**src/rtl/vga_capture_rx.sv**
```systemverilog
// Recovers pixel/line position from VGA sync edges, locks to the nominal frame timing and
// emits one registered frame-buffer write (1 bit per colour) per active pixel, 1 clk after its sample.
module vga_capture_rx #(
  parameter int H_TOTAL  = 800,
  parameter int V_TOTAL  = 525,
  parameter int H_START  = 144,
  parameter int V_START  = 35,
  parameter int H_ACTIVE = 640,
  parameter int V_ACTIVE = 480
) (
  input  logic        clk,
  input  logic        rst,
  input  logic        pix_en,
  input  logic        hsynch,
  input  logic        vsynch,
  input  logic [7:0]  vga_red,
  input  logic [7:0]  vga_green,
  input  logic [7:0]  vga_blue,
  output logic        wr_en,
  output logic [18:0] wr_addr,
  output logic [2:0]  wr_data,
  output logic        locked,
  output logic        frame_done,
  output logic        timing_err
);

  localparam logic [11:0] HT_L      = 12'(H_TOTAL);
  localparam logic [10:0] VT_L      = 11'(V_TOTAL);
  localparam logic [10:0] HS_L      = 11'(H_START);
  localparam logic [10:0] HE_L      = 11'(H_START + H_ACTIVE);
  localparam logic [9:0]  VS_L      = 10'(V_START);
  localparam logic [9:0]  VE_L      = 10'(V_START + V_ACTIVE);
  localparam logic [18:0] LAST_ADDR = 19'(H_ACTIVE * V_ACTIVE - 1);

  typedef enum logic [1:0] {SEARCH, MEASURE, LOCKED} state_t;

  state_t      state;
  logic        prev_hs, prev_vs, vs_pend, bad_flag, skip_line;
  logic [10:0] p;
  logic [9:0]  q;
  logic [18:0] addr_cnt;

  logic        hs_fall, vs_fall, boundary;
  logic [10:0] p_nxt;
  logic [9:0]  q_nxt;
  logic [11:0] line_len;
  logic [10:0] frame_len;
  logic        line_bad, line_chk, frame_bad, active, err, wr_go;
  logic [18:0] addr_cur;
  logic        unused;

  assign unused = ^{vga_red[6:0], vga_green[6:0], vga_blue[6:0]};

  always_comb begin
    hs_fall   = prev_hs & ~hsynch;
    vs_fall   = prev_vs & ~vsynch;
    boundary  = hs_fall & (vs_pend | vs_fall);
    line_len  = {1'b0, p} + 12'd1;
    frame_len = {1'b0, q} + 11'd1;
    p_nxt     = hs_fall ? 11'd0 : ((p == 11'h7FF) ? p : p + 11'd1);
    q_nxt     = q;
    if (boundary)
      q_nxt = 10'd0;
    else if (hs_fall && q != 10'h3FF)
      q_nxt = q + 10'd1;
    line_bad  = hs_fall && (line_len != HT_L);
    // the first line after leaving SEARCH started at an unknown point
    line_chk  = line_bad && !skip_line;
    frame_bad = boundary && (frame_len != VT_L);
    active    = (p_nxt >= HS_L) && (p_nxt < HE_L) && (q_nxt >= VS_L) && (q_nxt < VE_L);
    err       = (state == LOCKED) && (line_bad || frame_bad);
    wr_go     = (state == LOCKED) && !err && active;
    addr_cur  = boundary ? 19'd0 : addr_cnt;
  end

  always_ff @(posedge clk or posedge rst) begin
    if (rst) begin
      state      <= SEARCH;
      prev_hs    <= 1'b1;
      prev_vs    <= 1'b1;
      vs_pend    <= 1'b0;
      bad_flag   <= 1'b0;
      skip_line  <= 1'b0;
      p          <= '0;
      q          <= '0;
      addr_cnt   <= '0;
      wr_en      <= 1'b0;
      wr_addr    <= '0;
      wr_data    <= '0;
      locked     <= 1'b0;
      frame_done <= 1'b0;
      timing_err <= 1'b0;
    end else begin
      wr_en      <= 1'b0;
      frame_done <= 1'b0;
      timing_err <= 1'b0;
      if (pix_en) begin
        prev_hs <= hsynch;
        prev_vs <= vsynch;
        p       <= p_nxt;
        q       <= q_nxt;
        vs_pend <= (vs_pend | vs_fall) & ~boundary;
        if (boundary)
          addr_cnt <= '0;
        if (wr_go) begin
          wr_en      <= 1'b1;
          wr_addr    <= addr_cur;
          wr_data    <= {vga_red[7], vga_green[7], vga_blue[7]};
          frame_done <= (addr_cur == LAST_ADDR);
          if (addr_cur != LAST_ADDR)
            addr_cnt <= addr_cur + 19'd1;
        end
        case (state)
          SEARCH: begin
            if (boundary) begin
              state     <= MEASURE;
              bad_flag  <= 1'b0;
              skip_line <= 1'b1;
            end
          end
          MEASURE: begin
            if (hs_fall) begin
              skip_line <= 1'b0;
              if (boundary) begin
                if (!bad_flag && !line_chk && !frame_bad) begin
                  state  <= LOCKED;
                  locked <= 1'b1;
                end
                bad_flag <= 1'b0;
              end else if (line_chk) begin
                bad_flag <= 1'b1;
              end
            end
          end
          LOCKED: begin
            // a mid-frame line error poisons the rest of that frame's measurement
            if (err) begin
              state      <= MEASURE;
              locked     <= 1'b0;
              timing_err <= 1'b1;
              bad_flag   <= ~boundary;
            end
          end
          default: state <= SEARCH;
        endcase
      end
    end
  end

endmodule

```
**config.mk**
```make
export PLATFORM = sky130hd
export DESIGN_NAME = vga_capture_rx
export DESIGN_NICKNAME = d
export VERILOG_FILES = /design/src/rtl/vga_capture_rx.sv
export SDC_FILE = /design/constraint.sdc
export NUM_CORES = 1
export LEC_CHECK = 0
export CAP_MARGIN = 5
export CORE_MARGIN = 2
export CORE_UTILIZATION = 30
export CTS_CLUSTER_SIZE = 8
export DETAILED_ROUTE_END_ITERATION = 7
export DONT_BUFFER_PORTS = 1
export GPL_TIMING_DRIVEN = 0
export MAX_ROUTING_LAYER = met4
export PLACE_DENSITY = 0.43
export SYNTH_ARGS = -nofsm -noshare
export SYNTH_HDL_FRONTEND = slang
export SYNTH_SLANG_ARGS = --single-unit
```
**constraint.sdc**
```tcl
create_clock -name clk -period 8.3 [get_ports clk]
set_clock_uncertainty 0.1 [all_clocks]
set_input_delay 1.66 -clock clk [delete_from_list [all_inputs] [get_ports clk]]
set_output_delay 1.66 -clock clk [all_outputs]
set_load 0.02 [all_outputs]
```
Yosys cells after proc, flatten, opt, wreduce, memory -nomap -nowiden --
Cells that the tools add are included.
Word-level totals: word-level logic and storage cells 107, flip-flop bits (word level) 73
Cells by class: eq/ne operators 14, order comparisons 4, bitwise gates (word level) 8, muxes and demuxes 34, reduce and logical (&&, ||, !) cells 27, add/sub/neg operators 5
Operators with widths (count):
- 19-bit 2-to-1 mux | 3
- 11-bit 2-to-1 mux | 2
- 10-bit 2-to-1 mux | 2
- 19-bit by 1-bit adder with 19-bit output (second input constant) | 1
- 19-bit == test (second input constant) | 1
- 19-bit inequality test (second input constant) | 1
- 1-bit 2-to-1 mux | 18
- 6-bit AND reduction | 3
- 11-bit by 1-bit adder with 12-bit output (second input constant) | 1
- 1-bit logical AND | 12
- 12-bit by 10-bit inequality test with 1-bit output (second input constant) | 1
- 10-bit by 1-bit adder with 11-bit output (second input constant) | 1
- 11-bit by 1-bit adder with 11-bit output (second input constant) | 1
- 11-bit == test (second input constant) | 1
- 11-bit by 8-bit greater-or-equal comparator with 1-bit output (second input constant) | 1
- 11-bit by 10-bit less-than comparator with 1-bit output (second input constant) | 1
- 11-bit by 10-bit inequality test with 1-bit output (second input constant) | 1
- 10-bit by 1-bit adder with 10-bit output (second input constant) | 1
- 10-bit by 6-bit greater-or-equal comparator with 1-bit output (second input constant) | 1
- 10-bit less-than comparator (second input constant) | 1
- 2-bit 2-to-1 mux | 5
- 10-bit inequality test (second input constant) | 1
- 2-bit inequality test (second input constant) | 5
- 2-bit case mux with 3 select lines | 1
- 15 further kinds | 26

Logic depth before layout (Yosys ltp) --
Gate-level depths: netlist of the first run.
depth in word-level cells 12, depth in mapped cells 13

Worst setup path before layout of the first run --
No wires, ideal clock.
path kind input -> register, start point in hsynch, end point reg addr_cnt[9], arrival time 4.053 ns, stages on the path 13, slack 4.067 ns, path buffers 2, data required time 8.121 ns, cells stage by stage nor2b_1 > clkbuf_1 > o21ai_2 > clkbuf_1 > and2_1 > ha_1 > nand3_1 > nor4bb_1 > nand3_1 > or2_2 > and4_1 > nand3_1 > xor2_1
On the way: elaborated cells between the ends (all ways) 26, classes of those cells add/sub: 1; order compare: 4; eq/ne: 1; mux: 6; bitwise: 3; reduce/logical: 11
RTL lines:
- start, declared | line 14 | input logic hsynch,
- 1-bit NOT * | line 55 | hs_fall = prev_hs & ~hsynch;
- 1-bit AND * | line 55
- 1-bit AND * | line 57 | boundary = hs_fall & (vs_pend | vs_fall);
- 19-bit 2-to-1 mux * | line 73 | addr_cur = boundary ? 19'd0 : addr_cnt;
- via addr_cur[1] | line 49 | logic [18:0] addr_cur;
- 19-bit by 1-bit adder with 19-bit output / 19-bit inequality test (equally long branches) | line 111, 110
- 19-bit 2-to-1 mux * | line 110 | if (addr_cur != LAST_ADDR)
- 19-bit 2-to-1 mux * | line 105 | if (wr_go) begin
- end signal, assigned | line 111 | addr_cnt <= addr_cur + 19'd1;
- end, declared | line 41 | logic [18:0] addr_cnt;
The timed path passes the listed nets; every way through them passes the cells marked *. A chain may end at the register's enable or synchronous reset.

Worst setup path after layout of the first run --
start point in vsynch, end point reg addr_cnt[9]
On the way: elaborated cells between the ends (all ways) 20, classes of those cells add/sub: 1; order compare: 2; eq/ne: 1; mux: 4; bitwise: 4; reduce/logical: 8
RTL lines:
- start, declared | line 15 | input logic vsynch,
- 1-bit NOT * | line 56 | vs_fall = prev_vs & ~vsynch;
- 1-bit AND * | line 56
- 1-bit bitwise OR * | line 57
- 1-bit AND * | line 57
- 19-bit 2-to-1 mux * | line 73
- via addr_cur[1] | line 49
- 19-bit by 1-bit adder with 19-bit output / 19-bit inequality test (equally long branches) | line 111, 110
- 19-bit 2-to-1 mux * | line 110
- 19-bit 2-to-1 mux * | line 105
Marks and branches as above.

==> impl_results.md, run 1 <==
* Run status: finished clean
* Clk Latency, worst-skew pair at ~0.35 ns
* Max Clk Rate at roughly 200 MHz
* Top-level I/O count at 55
* Minimum period implied by the final worst setup slack at 4.88 ns
* Highest cell delay on the worst timing path at between 0.8 and 0.9 ns
* Number of enable flip-flop cells after synthesis at 0
* Capturing element type of the critical path: flop
* Compound-Gate Fraction of Synth Area at between 10% and 20%
* Top-area cell type share of the netlist area at between 40% and 50%
* Detailed-route wire length per cell at ~17 µm
* Mean instance size in the synthesized netlist at around 9.2 µm²
* Tot GR Track Use at between 15 and 20%
* Setup repair after global routing missed its margin: no
* Number of cells produced by synthesis at between 400 and 500
* Final antenna diode count at 0
* Synth Area in XOR/XNOR at approximately 3.8%
* Post-CTS Setup Bufs at 0
* Clock tree from TritonCTS: built
* Async SR Flop Fraction at 100%
* FP Rows at between 40 and 50
* Worst Tran Pin Value at approximately 0.94 ns
* First-pass GRT wire length at about 20000 µm
* Total of warnings raised by yosys at 0
* CTS H-Tree Depth at 3
* Number of violations of the max-capacitance limit at 0
* Synthesized flop and latch total at 73
* Final Instance Area at about 4900 µm²
* Final net count at between 500 and 600
* Non-filler cells, final at a little under 700
* Kind of cell with the highest combined delay on the critical path: simple AND/OR/NAND/NOR gates
* Die footprint at ~16000 µm²
* Via density at roughly 5.4
* Sum of buffers and inverters on the critical path at 1
* Area share of and/or/nand/nor cells after synthesis at around 26%
* Number of optimization iterations in the first detailed-route pass at 5
* Dominant cell type by count on the critical path: sky130_fd_sc_hd__nand3_1
* Port Buf Inserts at 0
* Adder-cell share of the synthesized area at ~2.6%
* HPWL after detailed placement at roughly 8300 µm
* Number of buffers created by CTS at 9
* Hold/Removal Path Class: flop to flop
* Standard cell core area at around 14000 µm²
* Req. time, crit path at approximately 8.5 ns
* Clock-pin transition on the worst setup and hold timing paths at around 0.060 ns
* Placed Instances at roughly 660
* Area leader, netlist: sky130_fd_sc_hd__dfrtp_1
* Final worst path period share at slightly below 60%
* Slew Limit Fails at 0
* Top area cells in the synthesized netlist: sky130_fd_sc_hd__dfrtp_1 (40%), sky130_fd_sc_hd__nand4_1 (4.6%), sky130_fd_sc_hd__nand2_1 (4.5%), sky130_fd_sc_hd__xor2_1 (3.0%), sky130_fd_sc_hd__a21oi_1 (3.0%)
* Die Ht at 125 µm
* Sequential share of the synthesized area at between 40% and 50%
* Reg-to-reg critical path startpoint: prev_vs
* Type of the setup path with the least slack: input port to flop
* Kind of start point of the critical path: input port
* Post-CTS Hold Fix Bufs at 0
* Final setup violating endpoints at 0
* Cts repair resizes at 0
* Starting density of the core at between 30% and 40%
* Post-DP Area at 4650 µm²
* Total standard cell area after synthesis at roughly 4400 µm²
* Multiplexer share of the synthesized area at slightly above 5%
* CP Launch Point: vsynch
* Growth of design area from synthesis to finish at 12.7%
* Number of global-route vias before repair at 3589
* Worst path cell trace: nor2b_1, o21ai_2, clkbuf_1, and2_1, ha_1, nand3_1, nor4bb_1, nand3_1, or2_2, and4_1, nand3_1, xor2_1
* Clock tree buffer depth at 2
* Total wirelength of the detailed-routed design at 11900 µm
* Dominant combinational cell family by area after synthesis: simple AND/OR/NAND/NOR gates
* Vias at 3664
* Sum of overflow across all layers after global routing at 0
* Setup TNS at 0 ns
* Share of layout cells above drive strength 1 at between 10% and 20%
* Worst relative slew slack at a little under two fifths
* Post-synth cell types at 61
* Initial detailed-routing violation count at 316
* Final ANT Viol Nets at 0
* Pwr Density at 184 nW/µm²
* Root Buffer: sky130_fd_sc_hd__clkbuf_16
* Maximum VDD drop at 106 µV
* Chip Width at roughly 120 µm
* Largest net degree at the start of global routing at 45
* Antenna violations before repair at 0
* Highest fanout seen on the critical path at 10
* Clk sinks at between 70 and 80
* Standby leakage power at approximately 2.2 nW
* Hold Startpoint: bad_flag
* Data arrival time at the worst-slack endpoint at 5.05 ns
* Overall power at approximately 0.91 mW
* Max stage delay cell, worst path: sky130_fd_sc_hd__nor4bb_1
* Number of nets in the synthesized netlist at between 500 and 600
* Routability-driven placement congestion ratio at 0.829
* Predominant post-synthesis flop cell: sky130_fd_sc_hd__dfrtp_1
* Final hold vios at 0
* Remaining design rule violation count at 0
[final timing paths]
path	endpoint	slack, ns	cells after the start
setup / recovery	addr_cnt[9]	3.42	12
hold / removal	bad_flag	0.44	1
setup reg to reg	addr_cnt[9]	4.27	12
hold reg to reg	bad_flag	0.44	1
max in group asynchronous	prev_hs	6.40	2
min in group asynchronous	wr_addr[16]	1.08	1
[cell type report]
class	instances	area (µm²)
Buffer	28	155
Clock buffer	10	229
Clock inverter	6	67.6
Fill cell	1484	9480
Inverter	19	73.8
Multi-Input combinational cell	358	2330
Sequential cell	73	1830
Tap cell	184	230
Timing Repair Buffer	1	27.5
[metal layers]
layer,vias up,routed length (µm),GRT usage [%]
li1,1771,-,-
met1,1768,5810,22.3
met2,103,5250,23.5
met3,22,587,2.61
met4,0,220,6.47
met5,-,0,-
[cells in the mapped netlist, types with 10 or more instances]
cell                        n
sky130_fd_sc_hd__dfrtp_1   71
sky130_fd_sc_hd__nand2_1   53
sky130_fd_sc_hd__nand4_1   32
sky130_fd_sc_hd__nor2_1    27
sky130_fd_sc_hd__a21oi_1   26
sky130_fd_sc_hd__nand3_1   24
sky130_fd_sc_hd__o21ai_0   20
sky130_fd_sc_hd__inv_1     19
sky130_fd_sc_hd__xor2_1    15
sky130_fd_sc_hd__and3_1    14
sky130_fd_sc_hd__clkbuf_1  12
sky130_fd_sc_hd__a21bo_1   10
sky130_fd_sc_hd__mux2_2    10
[where the power goes]
group / internal, mW / switching (mW) / total (mW)
clock network: 0.234 / 0.164 / 0.398
registers: 0.373 / 0.0194 / 0.393
logic: 0.0405 / 0.0776 / 0.118
total: 0.648 / 0.261 / 0.909
[per-stage QoR]
stage / utilization (%) / setup WS [ns] / hold WS, ns
final: 34.3 / 3.42 / 0.436
after global routing: 34.3 / 3.09 / 0.472
after CTS: 34.3 / 3.41 / 0.427
after detailed placement: 32.2 / 3.06 / 0.411
after global placement: 32.0 / 3.11 / 0.410
after floorplan: - / 4.07 / 0.383
[placed cells by master (no fill, tap or decap), types with 7 or more instances in the layout]
master / count
sky130_fd_sc_hd__a21oi_1: 26
sky130_fd_sc_hd__nand4_1: 32
sky130_fd_sc_hd__and3_1: 14
sky130_fd_sc_hd__ha_1: 9
sky130_fd_sc_hd__dfrtp_1: 71
sky130_fd_sc_hd__nand2b_1: 7
sky130_fd_sc_hd__inv_1: 18
sky130_fd_sc_hd__mux2_2: 10
sky130_fd_sc_hd__a21bo_1: 10
sky130_fd_sc_hd__nand2_1: 53
sky130_fd_sc_hd__and4_1: 7
sky130_fd_sc_hd__nor3_1: 9
sky130_fd_sc_hd__clkbuf_16: 9
sky130_fd_sc_hd__xor2_1: 15
sky130_fd_sc_hd__o21ai_0: 20
sky130_fd_sc_hd__buf_2: 7
sky130_fd_sc_hd__and2_1: 7
sky130_fd_sc_hd__clkbuf_1: 13
sky130_fd_sc_hd__a31oi_1: 9
sky130_fd_sc_hd__nor2_1: 27
sky130_fd_sc_hd__nand3_1: 24
[kinds of logic after synthesis]
group,after synthesis
buffers and inverters,47
muxes,20
AOI/OAI and AO/OA,103
DFF,73
adders and majority gates,9
and+or+nand+nor,207
xor gates and xnor gates,19
[sequential cells by signal, summed over array words and instances (netlist names), 2 cells and up]
name and cells:
addr_cnt 19, wr_addr 19, p 11, q 10
wr_data 3, state 2
(Power assumes the default switching activity.)
==> run 2, diff against run 1 <==
==> constraint.sdc (replaced) <==
create_clock -name clk -period 4.5 [get_ports clk]
set_clock_uncertainty 0.1 [all_clocks]
set_input_delay 0.9 -clock clk [delete_from_list [all_inputs] [get_ports clk]]
set_output_delay 0.9 -clock clk [all_outputs]
set_load 0.02 [all_outputs]
==> results of run 2 <==
Same layout as run 1 (identical final DEF). Status: finished clean.
Main changes from that run: setup slack after placement 3.06 ns -> 0.0165 ns; setup slack after layout 3.42 ns -> 0.384 ns; hold slack 0.436 ns -> 0.324 ns; register-to-register setup slack 4.27 ns -> 0.47 ns; total power 0.909 mW -> 1.68 mW; worst IR drop on VDD 106 µV -> 195 µV
